--- src/rtl/serial_tx_pkg.sv ---
// serial_tx_pkg
// Shared types and constants for the serial frame transmitter:
//   - tx_state_t : frame sequencing states
//   - LINE_*     : serial line levels for idle, start and stop bits
//   - idx_width  : width of the data bit index for a given data width
package serial_tx_pkg;

    typedef enum logic [2:0] {
        IDLE,
        START,
        DATA,
        PARITY,
        STOP
    } tx_state_t;

    localparam logic LINE_IDLE  = 1'b1;
    localparam logic LINE_STOP  = 1'b1;
    localparam logic LINE_START = 1'b0;

    // Bit index must hold 0..data_width-1.
    function automatic int idx_width(input int data_width);
        return (data_width <= 2) ? 1 : $clog2(data_width);
    endfunction

endpackage

--- src/rtl/serial_tx_shift_reg.sv ---
// serial_tx_shift_reg
// Loadable right-shift register feeding the serial line LSB-first.
// Build option: SERIAL_TX_PARITY_EN adds a registered even-parity output
// computed from the loaded word (not from the shifting contents).
// Ports:
//   clk       : clock, registers update on its falling edge
//   rst       : asynchronous active-high reset
//   load      : capture load_data
//   shift     : shift right by one, zero fill at the top
//   load_data : word to capture
//   parity    : XOR of the captured word (only with SERIAL_TX_PARITY_EN)
//   bit0      : current LSB, the next data bit to send
module serial_tx_shift_reg
    import serial_tx_pkg::*;
#(
    parameter int DATA_WIDTH = 8
) (
    input  logic                  clk,
    input  logic                  rst,
    input  logic                  load,
    input  logic                  shift,
    input  logic [DATA_WIDTH-1:0] load_data,
`ifdef SERIAL_TX_PARITY_EN
    output logic                  parity,
`endif
    output logic                  bit0
);

    logic [DATA_WIDTH-1:0] sr;

    always_ff @(negedge clk or posedge rst) begin
        if (rst) begin
            sr <= '0;
        end else if (load) begin
            sr <= load_data;
        end else if (shift) begin
            sr <= {1'b0, sr[DATA_WIDTH-1:1]};
        end
    end

`ifdef SERIAL_TX_PARITY_EN
    // Latched at capture so it is unaffected by the shifting.
    always_ff @(negedge clk or posedge rst) begin
        if (rst) begin
            parity <= 1'b0;
        end else if (load) begin
            parity <= ^load_data;
        end
    end
`endif

    assign bit0 = sr[0];

endmodule

--- src/rtl/serial_frame_transmitter.sv ---
// serial_frame_transmitter
// Parallel-to-serial framed transmitter: start bit (0), DATA_WIDTH data bits
// LSB-first, optional even-parity bit, STOP_BITS stop bits (1). All outputs
// are registered and change on the falling edge of Clk_In.
// Build option: SERIAL_TX_PARITY_EN inserts the even-parity bit after the
// last data bit; without it DATA goes straight to STOP.
// Ports:
//   Clk_In           : clock, falling-edge active
//   Reset_In         : asynchronous active-high reset
//   Parallel_Data_In : word to transmit, sampled on handshake
//   Load_Valid_In    : producer offers a word
//   Load_Ready_Out   : high only in IDLE
//   Serial_Data_Out  : serial line, idle high
//   Frame_Active_Out : high start bit through last stop bit
//   Frame_Done_Out   : one-cycle pulse in the first IDLE cycle after a frame
//
// state  | meaning
// IDLE   | line high, ready for a word
// START  | start bit on the line
// DATA   | data bit bit_idx on the line
// PARITY | even-parity bit on the line
// STOP   | stop bit(s) on the line, stop_cnt counts down
module serial_frame_transmitter
    import serial_tx_pkg::*;
#(
    parameter int DATA_WIDTH = 8,
    parameter int STOP_BITS  = 1
) (
    input  logic                  Clk_In,
    input  logic                  Reset_In,
    input  logic [DATA_WIDTH-1:0] Parallel_Data_In,
    input  logic                  Load_Valid_In,
    output logic                  Load_Ready_Out,
    output logic                  Serial_Data_Out,
    output logic                  Frame_Active_Out,
    output logic                  Frame_Done_Out
);

    localparam int IDX_W = idx_width(DATA_WIDTH);
    localparam logic [IDX_W-1:0] LAST_IDX = IDX_W'(DATA_WIDTH - 1);
    localparam logic STOP_LOAD = 1'(STOP_BITS - 1);

    tx_state_t        state;
    logic [IDX_W-1:0] bit_idx;
    logic             stop_cnt;
    logic             sr_load;
    logic             sr_shift;
    logic             sr_bit0;
`ifdef SERIAL_TX_PARITY_EN
    logic             sr_parity;
`endif

    assign sr_load  = (state == IDLE) && Load_Valid_In;
    // Shift on the edge that puts the current LSB on the line, so bit0
    // already holds the following bit for the next edge.
    assign sr_shift = (state == START) || ((state == DATA) && (bit_idx != LAST_IDX));

    serial_tx_shift_reg #(
        .DATA_WIDTH (DATA_WIDTH)
    ) u_shift_reg (
        .clk       (Clk_In),
        .rst       (Reset_In),
        .load      (sr_load),
        .shift     (sr_shift),
        .load_data (Parallel_Data_In),
`ifdef SERIAL_TX_PARITY_EN
        .parity    (sr_parity),
`endif
        .bit0      (sr_bit0)
    );

    always_ff @(negedge Clk_In or posedge Reset_In) begin
        if (Reset_In) begin
            state            <= IDLE;
            bit_idx          <= '0;
            stop_cnt         <= 1'b0;
            Serial_Data_Out  <= LINE_IDLE;
            Load_Ready_Out   <= 1'b1;
            Frame_Active_Out <= 1'b0;
            Frame_Done_Out   <= 1'b0;
        end else begin
            Frame_Done_Out <= 1'b0;
            case (state)
                IDLE: begin
                    if (Load_Valid_In) begin
                        state            <= START;
                        Serial_Data_Out  <= LINE_START;
                        Load_Ready_Out   <= 1'b0;
                        Frame_Active_Out <= 1'b1;
                    end
                end
                START: begin
                    state           <= DATA;
                    bit_idx         <= '0;
                    Serial_Data_Out <= sr_bit0;
                end
                DATA: begin
                    if (bit_idx == LAST_IDX) begin
`ifdef SERIAL_TX_PARITY_EN
                        state           <= PARITY;
                        Serial_Data_Out <= sr_parity;
`else
                        state           <= STOP;
                        Serial_Data_Out <= LINE_STOP;
                        stop_cnt        <= STOP_LOAD;
`endif
                    end else begin
                        bit_idx         <= bit_idx + 1'b1;
                        Serial_Data_Out <= sr_bit0;
                    end
                end
                PARITY: begin
                    state           <= STOP;
                    Serial_Data_Out <= LINE_STOP;
                    stop_cnt        <= STOP_LOAD;
                end
                STOP: begin
                    if (stop_cnt == 1'b0) begin
                        state            <= IDLE;
                        Serial_Data_Out  <= LINE_IDLE;
                        Load_Ready_Out   <= 1'b1;
                        Frame_Active_Out <= 1'b0;
                        Frame_Done_Out   <= 1'b1;
                    end else begin
                        stop_cnt <= stop_cnt - 1'b1;
                    end
                end
                default: begin
                    state            <= IDLE;
                    Serial_Data_Out  <= LINE_IDLE;
                    Load_Ready_Out   <= 1'b1;
                    Frame_Active_Out <= 1'b0;
                end
            endcase
        end
    end

endmodule

--- config.mk ---
export PLATFORM = sky130hd
export DESIGN_NAME = serial_frame_transmitter
export DESIGN_NICKNAME = d
export VERILOG_FILES = /design/src/rtl/serial_tx_pkg.sv /design/src/rtl/serial_tx_shift_reg.sv /design/src/rtl/serial_frame_transmitter.sv
export SDC_FILE = /design/constraint.sdc
export NUM_CORES = 1
export LEC_CHECK = 0
export CELL_PAD_IN_SITES_DETAIL_PLACEMENT = 0
export CELL_PAD_IN_SITES_GLOBAL_PLACEMENT = 1
export CORE_ASPECT_RATIO = 0.75
export CORE_MARGIN = 4
export CORE_UTILIZATION = 25
export CTS_CLUSTER_SIZE = 20
export DETAILED_ROUTE_END_ITERATION = 16
export PLACE_DENSITY = 0.59
export SYNTH_ARGS = -nofsm -noshare
export SYNTH_HDL_FRONTEND = slang
export SYNTH_SLANG_ARGS = --single-unit
export TNS_END_PERCENT = 20
--- constraint.sdc ---
create_clock -name Clk_In -period 3.47 [get_ports Clk_In]
set_clock_uncertainty 0.15 [all_clocks]
set_input_delay 0.8675 -clock Clk_In [delete_from_list [all_inputs] [get_ports Clk_In]]
set_output_delay 0.8675 -clock Clk_In [all_outputs]
set_load 0.01 [all_outputs]
# --- Word level (Yosys, flattened, before mapping) ---
# Cells that the tools add are included.
op_classes:
  bitwise: 1
  reduce_logical: 13
  n_mux: 21
  eq_ne: 10
  addsub: 2
op_table:
  columns: ["op", "count"]
  rows:
  - ["two-way mux 8 bit", 2]
  - ["case mux 3 bit (5 select lines)", 1]
  - ["two-way mux 3 bit", 4]
  - ["two-way mux 1 bit", 9]
  - ["case mux 1 bit (3 select lines)", 3]
  - ["equality test 3 x 2 -> 1 bit, second input constant", 2]
  - ["equality test 3 bit, second input constant", 2]
  - ["!= test 2 bit, second input constant", 3]
  - ["case mux 3 bit (2 select lines)", 1]
  - ["AND reduction 2 bit", 3]
  - ["AND reduction 3 bit", 2]
  - ["case mux 1 bit (4 select lines)", 1]
  - ["nonzero test 2 bit", 2]
  - ["adder 3 x 1 -> 3 bit, second input constant", 1]
  - ["equality test 3 x 1 -> 1 bit, second input constant", 1]
  - ["logical NOT 3 bit", 1]
  - ["!= test 3 bit, second input constant", 1]
  - ["nonzero test 3 bit", 1]
  - ["OR reduction 3 bit", 1]
  - ["logical AND 1 bit", 2]
  - ["!= test 2 x 1 -> 1 bit, second input constant", 1]
  - ["logical OR 1 bit", 1]
  - ["inverter 1 bit", 1]
  - ["subtractor 1 bit, second input constant", 1]
word_totals:
  wordCells: 55
  register_bits: 19
  inputBits: 11
  out_inout_bits: 4

# --- Longest topological paths before layout ---
depth:
  depth_word: 5
  ltp_mapped: 5
  ltp_nobuf: 5

# --- By module ---
# A second synthesis with hierarchy kept.
hier_totals:
  cells_unflattened: 77
  area_unflattened_um2: 892.1
by_module_without_submodules:
  columns: ["mod", "cells_per_inst", "area_each_um2", "n_inst", "seq_area_each_um2"]
  rows:
  - ["serial_frame_transmitter", 42, 519.2, 1, 252.7]
  - ["serial_tx_shift_reg", 35, 372.9, 1, 200.2]

==> results_dict.tcl <==
set metrics [dict create \
    sw_frac_of_total_pct 38.9 \
    status "finished, violations left" \
    htree_levels 1 \
    seqPwrFrac_pct 42.9 \
    grt_antenna_before_repair 0 \
    crit_chain "buf_6" \
    ant_nets 0 \
    yosys_register_bits 18 \
    grt_max_degree 21 \
    final_cell_mix "dfrtn_1, inv_1, nor3b_1, clkdlybuf4s50_1, o22a_1" \
    worstSkewPairLatency_ns 0.27 \
    crit_slowest_cell "dfstp_2" \
    mostFrequentLayoutCell "dfrtn_1" \
    dp_hpwl_mm 1.51 \
    grt_pass1_wl_mm 3.78 \
    crit_required_ns 2.45 \
    via_count 767 \
    hold_viol 0 \
    die_w_um 79.8 \
    wl_per_cell_um 13.7 \
    p_int_mw 0.634 \
    first_global_vias 762 \
    fill_cells 376 \
    cts.sinks 18 \
    synthCells 91 \
    clk_pin_slew_ns 0.05 \
    cts_buffer_depth 2 \
    drt_first_pass_iters 4 \
    row_count 19 \
    final_layout_size_suffix_gt1_share_pct 19.1 \
    critical-path-top-delay-family "flip-flops" \
    yosysUniqueCellTypes 26 \
    ys_warn_count 0 \
    syn2layout_area_growth_pct 27.3 \
    worstMarginPinSlew_ns 0.676 \
    drt-initial-drc-count 49 \
    viasPerCell 4.73 \
    hold_ws_ns 0.318 \
    multi_input_area_um2 457 \
    finalSetupTns_ns -0.648 \
    syn-mean-instance-area_um2 10.6 \
    regArea_um2 453 \
    syn_area_um2 966 \
    relSlewSlack_pct 54.9 \
    final_nets 124 \
    power_per_cell_area_mw_per_mm2 843 \
    path_class "flop to output pin" \
    drv_cap 0 \
    hold_path.class "flop to flop" \
    rsz0062_at_grt "yes" \
    wl_mm 2.21 \
    dp_cells 156 \
    num_io_pins 15 \
    violations "negative setup slack" \
    combPwrFrac_pct 41.5 \
    setup_violations 5 \
    start_util_pct 26.2 \
    p_sw_mw 0.403 \
    die_area_mm2 0.00493 \
    power_mw 1.04 \
    startpoint_type "flop" \
    synth_nets 104 \
    io_buffers 14 \
    route.detailed.drc 0 \
    die_y_um 61.8 \
    overflow 0 \
    slowest_delay_ns 0.53 \
    cts_tree "built" \
    synth-seq-area-share_pct 46.9 \
    leakagePower_nw 0.531 \
    ir_worst_vdd_v 0.000298 \
    fin_util_pct 33.4 \
    path_max_fanout 2 \
    place.gp.congestion 0.698 \
    track_usage_pct 10.1 \
    clkPwrFrac_pct 15.6 \
    setup_ws_ns -0.237 \
    critical_path_buf_inv_count 1 \
    crit_path_end_kind "output pin" \
    finalMaxSlewViolations 0 \
    ctsRootBufferMaster "clkbuf_8" \
    cts_buffers 3 \
    diodes 0 \
    arrival_ns 2.69 \
    fin_cells 162 \
    core_area_mm2 0.00368 \
]
==> flip-flops by register name, indices dropped and copies added (netlist names) <==
name / count
Frame_Active_Out: 1
u_shift_reg.sr: 8
Frame_Done_Out: 1
bit_idx: 3
state: 3
Load_Ready_Out: 1
Serial_Data_Out: 1
==> power by group through the flow <==
stage	Clock [mW]	Sequential, mW	Combinational, mW
after floorplan	0.00541	0.383	0.360
after global placement	0.00541	0.439	0.419
after detailed placement	0.00541	0.443	0.432
after CTS	0.168	0.443	0.432
after global routing	0.180	0.461	0.486
final	0.162	0.445	0.431
==> path summary, 6_finish.rpt <==
path / start / to / slack (ns) / depth (start not counted)
setup reg to reg: state[1] / u_shift_reg.sr[0] / 1.39 / 3
hold reg to reg: bit_idx[1] / bit_idx[1] / 0.32 / 1
setup / recovery: Load_Ready_Out / Load_Ready_Out / -0.24 / 1
hold / removal: bit_idx[1] / bit_idx[1] / 0.32 / 1
min in group asynchronous: Reset_In / Frame_Active_Out / 2.43 / 3
max in group asynchronous: Reset_In / state[2] / 0.56 / 3
==> synth_stat cells <==
master      n  area [um^2]
o22a_1      7         61.3
mux2i_1     1         10.0
ha_1        2         25.0
nor3b_1     9         67.6
a21o_1      1         7.51
nor3b_2     1         12.5
a21oi_4     1         16.3
a211oi_1    2         15.0
nor4b_1     1         8.76
inv_1      11         41.3
clkbuf_1    2         7.51
nor3_1      1         5.00
o2bb2ai_1   4         35.0
a21oi_1     2         10.0
or3b_4      1         11.3
buf_4       1         7.51
a221oi_1    6         52.6
a22oi_1     2         15.0
and2_1      1         6.26
or3b_1      1         8.76
buf_2       2         10.0
dfrtn_1    16          400
nor2_1      5         18.8
dfstp_2     2         52.6
nor2b_1     6         37.5
o21bai_1    3         22.5
==> stage by stage <==
stage | area, um^2 | setup slack, ns
2_1_floorplan | 966 | 0.0529
3_3_place_gp | 1180 | -0.612
3_5_place_dp | 1180 | -0.634
4_1_cts | 1230 | -0.244
5_1_grt | 1230 | -0.274
6_report | 1230 | -0.237
==> what timing repair did <==
action                                  in CTS  in global routing
endpoints found under the setup margin      16                 11
gates resized for setup                     24                  2
endpoints found under the hold margin        0                  0
pin swaps                                    2                  4
hold buffers                                 0                  0
setup buffers                                0                  1
==> cells by family after synthesis <==
kind of cell | share of synthesized area, %
AOI/OAI and AO/OA | 24.4
and+or+nand+nor | 18.3
DFF | 46.9
buffers and inverters | 6.87
adders and majority gates | 2.59
muxes | 1.04
==> final cells by class <==
type                    instances  area share [%]
clock buffers                   3            3.36
inverters                      10            3.05
well taps                      52            5.29
repair buffers                 19            13.3
flip-flops and latches         18            36.8
multi-input cells              57            37.1
clock inverters                 3            1.02
==> metal layers <==
layer	wire length [um]	up-vias	global-route usage [%]
met2	1010	13	15.3
met4	8	0	1.45
met5	0	-	0
met1	1120	381	14.2
met3	83	2	3.75
li1	-	371	-
Note: power is estimated with default switching activity, not from simulation.
